### src/rtl/div_seq_pkg.sv
// div_seq_pkg: shared widths, FSM state codes and sign helper for the sequential divider.
package div_seq_pkg;
    localparam int DATA_W = 32;
    localparam int CNT_W = 6;
    localparam logic [CNT_W-1:0] LAST_CNT = CNT_W'(DATA_W);

    typedef enum logic [1:0] {
        DIV_FREE   = 2'b00,
        DIV_BYZERO = 2'b01,
        DIV_ON     = 2'b10,
        DIV_END    = 2'b11
    } div_state_t;

    // Two's-complement negate when neg is set; 0x80000000 maps to itself.
    function automatic logic [DATA_W-1:0] mag(input logic neg, input logic [DATA_W-1:0] v);
        return neg ? ~v + 1'b1 : v;
    endfunction
endpackage

### src/rtl/div_seq_if.sv
// div_seq_if: request/result bundle between the EX stage and the divider.
interface div_seq_if;
    import div_seq_pkg::*;
    logic signed_div;
    logic [DATA_W-1:0] opdata1;
    logic [DATA_W-1:0] opdata2;
    logic start;
    logic annul;
    logic [2*DATA_W-1:0] result;
    logic ready;

    modport master (output signed_div, opdata1, opdata2, start, annul, input result, ready);
    modport slave (input signed_div, opdata1, opdata2, start, annul, output result, ready);
endinterface

### src/rtl/div_seq.sv
// div_seq: multi-cycle radix-2 restoring divider for DIV/DIVU, result {remainder, quotient}.
module div_seq
    import div_seq_pkg::*;
(
    input logic clk,
    input logic rst,
    div_seq_if.slave bus
);
    div_state_t state, next;
    logic [CNT_W-1:0] cnt;
    logic [2*DATA_W:0] dividend;
    logic [DATA_W-1:0] divisor;
    logic neg1, neg2, accept, op1_neg, op2_neg;
    logic [DATA_W:0] diff;

    assign accept = bus.start && !bus.annul;
    assign op1_neg = bus.signed_div && bus.opdata1[DATA_W-1];
    assign op2_neg = bus.signed_div && bus.opdata2[DATA_W-1];
    // Trial subtraction of the shifted partial remainder; bit DATA_W is the borrow.
    assign diff = {1'b0, dividend[2*DATA_W-1:DATA_W]} - {1'b0, divisor};

    always_comb begin
        next = state;
        case (state)
            DIV_FREE:   next = accept ? (bus.opdata2 == '0 ? DIV_BYZERO : DIV_ON) : DIV_FREE;
            DIV_BYZERO: next = bus.annul ? DIV_FREE : DIV_END;
            DIV_ON:     next = bus.annul ? DIV_FREE : (cnt == LAST_CNT ? DIV_END : DIV_ON);
            DIV_END:    next = (bus.annul || !bus.start) ? DIV_FREE : DIV_END;
            default:    next = DIV_FREE;
        endcase
    end

    always_ff @(posedge clk)
        state <= rst ? DIV_FREE : next;

    always_ff @(posedge clk) begin
        if (rst) begin
            cnt <= '0;
            dividend <= '0;
            divisor <= '0;
            neg1 <= 1'b0;
            neg2 <= 1'b0;
            bus.result <= '0;
            bus.ready <= 1'b0;
        end else if (next == DIV_FREE) begin
            cnt <= '0;
            bus.result <= '0;
            bus.ready <= 1'b0;
        end else if (state == DIV_FREE) begin
            neg1 <= op1_neg;
            neg2 <= op2_neg;
            divisor <= mag(op2_neg, bus.opdata2);
            dividend <= {{DATA_W{1'b0}}, mag(op1_neg, bus.opdata1), 1'b0};
            cnt <= '0;
        end else if (state == DIV_BYZERO) begin
            bus.result <= '0;
            bus.ready <= 1'b1;
        end else if (state == DIV_ON && cnt != LAST_CNT) begin
            dividend <= diff[DATA_W] ? {dividend[2*DATA_W-1:0], 1'b0}
                                     : {diff[DATA_W-1:0], dividend[DATA_W-1:0], 1'b1};
            cnt <= cnt + 1'b1;
        end else if (state == DIV_ON) begin
            bus.result <= {mag(neg1, dividend[2*DATA_W:DATA_W+1]), mag(neg1 != neg2, dividend[DATA_W-1:0])};
            bus.ready <= 1'b1;
        end
    end
endmodule

### src/flat_wrapper.sv
// flat-port wrapper written by rule: the top's interface ports become plain ports
module div_seq_flat import div_seq_pkg::*;
  (clk, rst, bus_signed_div, bus_opdata1, bus_opdata2, bus_start, bus_annul, bus_result, bus_ready);
  div_seq_if bus_i ();
  input logic clk;
  input logic rst;
  input wire logic [$bits(bus_i.signed_div)-1:0] bus_signed_div;
  input wire logic [$bits(bus_i.opdata1)-1:0] bus_opdata1;
  input wire logic [$bits(bus_i.opdata2)-1:0] bus_opdata2;
  input wire logic [$bits(bus_i.start)-1:0] bus_start;
  input wire logic [$bits(bus_i.annul)-1:0] bus_annul;
  output wire logic [$bits(bus_i.result)-1:0] bus_result;
  output wire logic [$bits(bus_i.ready)-1:0] bus_ready;
  assign bus_i.signed_div = bus_signed_div;
  assign bus_i.opdata1 = bus_opdata1;
  assign bus_i.opdata2 = bus_opdata2;
  assign bus_i.start = bus_start;
  assign bus_i.annul = bus_annul;
  assign bus_result = bus_i.result;
  assign bus_ready = bus_i.ready;
  div_seq u_core (.clk(clk), .rst(rst), .bus(bus_i));
endmodule
### config.mk
export PLATFORM = sky130hd
export DESIGN_NAME = div_seq_flat
export DESIGN_NICKNAME = d
export VERILOG_FILES = /design/src/rtl/div_seq_pkg.sv /design/src/rtl/div_seq_if.sv /design/src/rtl/div_seq.sv /design/src/flat_wrapper.sv
export SDC_FILE = /design/constraint.sdc
export NUM_CORES = 1
export LEC_CHECK = 0
export ABC_AREA = 1
export CORE_MARGIN = 2
export CORE_UTILIZATION = 25
export CTS_BUF_LIST = sky130_fd_sc_hd__clkbuf_4 sky130_fd_sc_hd__clkbuf_8
export DETAILED_ROUTE_END_ITERATION = 12
export PLACE_DENSITY = 0.5
export RECOVER_POWER = 25
export SLEW_MARGIN = 10
export SYNTH_ARGS = -nofsm -noshare
export SYNTH_HDL_FRONTEND = slang
export SYNTH_SLANG_ARGS = --single-unit
### constraint.sdc
create_clock -name clk -period 6.5 [get_ports clk]
set_clock_uncertainty 0.2 [all_clocks]
set_input_delay 0.975 -clock clk [delete_from_list [all_inputs] [get_ports clk]]
set_output_delay 0.975 -clock clk [all_outputs]
set_load 0.01 [all_outputs]
# Yosys cells after proc, flatten, opt, wreduce, memory -nomap -nowiden
# Index checks and enable logic that the tools add are counted.
# classes
n_eq_ne,8
bitwise,7
n_addsub,6
reduce_logical,18
muxes,21
# ops
operator,n
65-bit two-way mux,4
64-bit two-way mux,3
"32-bit by 1-bit adder with 32-bit output, second input constant",4
32-bit two-way mux,4
32-bit NOT,4
32-bit by 32-bit subtractor with 33-bit output,1
32-bit zero test,1
2-bit two-way mux,5
2-bit one-hot mux with 4 select lines,1
"6-bit by 1-bit adder with 6-bit output, second input constant",1
"6-bit equality test, second input constant",1
"6-bit != test, second input constant",1
3-bit AND reduction,2
"2-bit equality test, second input constant",2
1-bit logical AND,4
2-bit zero test,2
1-bit two-way mux,4
"2-bit by 1-bit != test with 1-bit output, second input constant",2
2-bit AND reduction,2
2-bit nonzero test,2
1-bit NOT,3
3-bit OR reduction,1
"2-bit by 1-bit equality test with 1-bit output, second input constant",1
1-bit zero test,2
3 further kinds,3
# totals
output_inout_bits,65
inputBits,69
wordCells,68
ff_bits,172

# Logic depth before layout (Yosys ltp)
# depth
word_depth,7
ltp_mapped,17
depth_no_buf,16

# Worst setup path after synthesis
# OpenSTA, ideal clock, no wires.
# synth_timing
path_type,input port to flip-flop
start,in bus_opdata1[0]
end,reg u_core.dividend[19]
path_slack_ns,3.885
setup_ns,0.119
cell_stages,12
path_buffers,0
required_ns,6.181
arrival_ns,2.296
cell_sequence,inv_1 ha_1 nand3_1 nor2_2 inv_1 nor2_2 nand2_1 nand2_1 o21ai_0 or2_0 nand3_1 a21oi_1
# synth_via
elab_chain_len,4
# synth_rtl
element,line_no,rtl
from (decl),flat_wrapper.sv:8,input wire logic [$bits(bus_i.opdata1)-1:0] bus_opdata1;
32-bit NOT,div_seq_pkg.sv:16,return neg ? ~v + 1'b1 : v;
32-bit by 1-bit adder with 32-bit output,div_seq_pkg.sv:16,
32-bit two-way mux,div_seq_pkg.sv:16,
65-bit two-way mux,div_seq.sv:49,end else if (state == DIV_FREE) begin
to (signal assigned),div_seq.sv:53,"dividend <= {{DATA_W{1'b0}}, mag(op1_neg, bus.opdata1), 1'b0};"
to (signal assigned),div_seq.sv:59,"dividend <= diff[DATA_W] ? {dividend[2*DATA_W-1:0], 1'b0}"
to (decl),div_seq.sv:11,logic [2*DATA_W:0] dividend;
# No other way between the ends.
# A chain may end at the register's enable or synchronous reset.

# Final worst setup path
# layout_timing
start,in rst
end,reg u_core.divisor[25]
# layout_lines
element,line_no,rtl
from (decl),flat_wrapper.sv:6,input logic rst;
to (signal assigned),div_seq.sv:52,"divisor <= mag(op2_neg, bus.opdata2);"
to (decl),div_seq.sv:12,logic [DATA_W-1:0] divisor;
# No word-level cell between the ends.

==> qor.csv <==
stage,metric,value,unit
clock_tree,PostCTS Resize Cnt,0,
setup_path,CP Class,in -> reg,
clock_tree,CTS HTree Levels,4,
yosys,Mapped Nets,2323,
cells_and_area,area of the multi-input gates,7820,um2
placed_design,hpwl dp,38100,um
cells_and_area,most frequent cells in the layout,"643 x nand2_1, 339 x inv_1, 221 x nand3_1",
die,IO Count,134,
sta,fin crit period,4.82,ns
setup_path,CP startpoint,rst,
power_and_ir_drop,LEAKAGE,0.00716,uW
global_route,initial antenna violation count,0,
setup_path,Crit-path slowest cell,clkbuf_1,
cells_and_area,fin area,15200,um2
drt,Vias,14000,
die,row count,83,
worst_hold_path,Hold Path Stages,2,
clock_tree,clk_lat worst skew,0.55,ns
sta,final setup vio count,0,
sta,RSZ-0062 raised after global routing,false,
sta,final setup TNS,0,ns
setup_path,worst-path cell chain,"buf_2, clkbuf_1, inv_1, o211ai_1, inv_1",
sta,worst hold slack,0.264,ns
clock_tree,number of setup buffers added after CTS,0,
setup_path,Worst Path Arrival,5.06,ns
die,Initial Utilization,0.252,
setup_path,critical path required time,6.74,ns
flow_run,max_cap viols,1,
run_status,violated checks,"max-capacitance violations, max-slew violations",
clock_tree,root buffer selected by CTS,clkbuf_8,
die,Die H,232,um
yosys,Syn Area/Cell,5.86,um2
die,core area,51300,um2
cells_and_area,"commonest non-fill, non-tap cell in the layout",nand2_1,
power_and_ir_drop,power density over the cells,164,nW/um2
yosys,gate count of the mapped netlist,2210,
clock_tree,Hold Buf Count CTS,0,
global_route,first-pass GRT wire length,74600,um
placed_design,Port-buffer cells,133,
setup_path,CP most frequent cell,inv_1,
cells_and_area,Antenna diodes,0,
cells_and_area,filler instances,5845,
setup_path,crit start category,input pin,
clock_tree,"CTS clk-pin slew, worst paths",0.10,ns
cells_and_area,Final Net Count,2407,
setup_path,CP max stage delay,2.04,ns
worst_hold_path,min-delay src,u_core.bus.result[54],
setup_path,crit end category,register,
clock_tree,cts bufs inserted,17,
yosys,sequential share of the synthesized area,0.266,
global_route,pin count of the biggest net entering global routing,66,
power_and_ir_drop,Peak VDD IR,126,uV
yosys,Post-synth EDFFs,0,
sta,fin. max-slew vios,57,
setup_path,reg2reg start,u_core.state[1],
clock_tree,maximum clock path buffer count,2,
drt,drt drc,0,
yosys,Yosys reg bits,172,
drt,routed vias/inst,4.69,
drt,drt first-iter violations,995,
clock_tree,clock sinks,172,
yosys,Async SR Flop Fraction,0,
clock_tree,CTS tree,yes,
placed_design,GP Congestion,0.897,
run_status,status,"finished, violations left",
yosys,Post-Syn Area,12900,um2
global_route,grt total ovfl,0,
drt,drt first pass iters,7,
sta,Max-slew headroom,-0.892,
placed_design,placed cell area,14800,um2
sta,Final Hold Viols,0,
die,die area,53600,um2
cells_and_area,share of cells above drive strength 1,0.0342,
drt,WL per Instance,16.0,um
yosys,main flop type after synthesis,dfxtp_1,
cells_and_area,Storage cell area,3440,um2
yosys,Ys Warns,0,
sta,Least-Margin Pin Slew,2.84,ns
sta,fmax,208,MHz
die,die width,232,um
setup_path,CP Max Fanout,56,
worst_hold_path,Hold WC Path Type,reg -> reg,
global_route,vias in the first global route,13000,
yosys,Synth cell types,43,
drt,Routed WL,47900,um
global_route,Global Route Usage Sum,0.179,
setup_path,R2R depth,12,
drt,ANT nets after route,0,
cells_and_area,Layout area overhead,17.4,%
sta,fin crit share,0.741,
## power by group
group	internal (uW)	switching, uW
clock network	284	485
logic	195	415
registers	1080	25.5
total	1560	926
## stage by stage
| stage | utilization | cells | total power, uW | setup WS (ns) |
|---|---|---|---|---|
| 2_1_floorplan | - | 2210 | 1530 | 3.88 |
| 3_3_place_gp | 0.289 | 2955 | 1730 | 2.21 |
| 3_5_place_dp | 0.289 | 2955 | 1740 | 2.16 |
| 4_1_cts | 0.296 | 2987 | 2510 | 2.68 |
| 5_1_grt | 0.296 | 2987 | 2630 | 1.32 |
| 6_report | 0.296 | 2987 | 2490 | 1.68 |
## worst paths after layout
kind / to / slack, ns
setup / recovery: u_core.divisor[25] / 1.68
hold / removal: u_core.bus.result[54] / 0.26
setup reg to reg: u_core.dividend[36] / 2.65
hold reg to reg: u_core.bus.result[54] / 0.26
## layer usage
metal | GRT usage | vias to the layer above | wire length (um)
li1 | - | 7207 | -
met4 | 0.0585 | 0 | 1210
met5 | 0 | - | 0
met2 | 0.281 | 360 | 21100
met3 | 0.0273 | 59 | 2280
met1 | 0.250 | 6381 | 23300
## cell usage after synthesis (8+ instances only)
cell type | instances | area (um2)
nand3_1 | 221 | 1110
nor2_1 | 179 | 672
o211ai_1 | 13 | 97.6
a21oi_1 | 216 | 1080
nor2_2 | 10 | 62.6
nand3b_1 | 9 | 67.6
or2_2 | 8 | 50.1
buf_4 | 11 | 82.6
inv_1 | 340 | 1280
nand2_1 | 643 | 2410
dfxtp_1 | 172 | 3440
nand4_1 | 25 | 156
xor2_1 | 37 | 324
clkbuf_1 | 36 | 135
inv_2 | 8 | 30.0
xnor2_1 | 21 | 184
buf_2 | 25 | 125
ha_1 | 43 | 538
o21ai_0 | 114 | 571
nor3_1 | 16 | 80.1
## state kept, by name (all words and copies together), names as in the netlist
signal	flops
u_core.bus.ready	1
u_core.bus.result	64
u_core.cnt	6
u_core.dividend	65
u_core.divisor	32
u_core.neg1	1
u_core.neg2	1
u_core.state	2
## cell type report
cell class,instances,area share
clock inverters,15,0.00971
flip-flops and latches,172,0.227
multi-input cells,1612,0.515
clock buffers,17,0.0154
inverters,349,0.0863
repair buffers,142,0.0914
well taps,680,0.0560
## logic make-up (layout without fill, tap and decap cells)
group                    count (synthesis)  in the layout  share of synthesized area
adder cells (fa/ha/maj)                 44             44                     0.0431
AO/OA/AOI/OAI                          377            377                      0.153
XOR/XNOR                                58             58                     0.0392
flip-flops                             172            172                      0.266
AND/OR/NAND/NOR                       1133           1133                      0.368
buffers and inverters                  426            523                      0.130
## critical path: cells and delay by family
family | cells | cell delay [ns]
AOI/OAI and AO/OA | 1 | 0.36
buffers and inverters | 4 | 3.67
No activity file was read; power rests on OpenSTA's default activity.
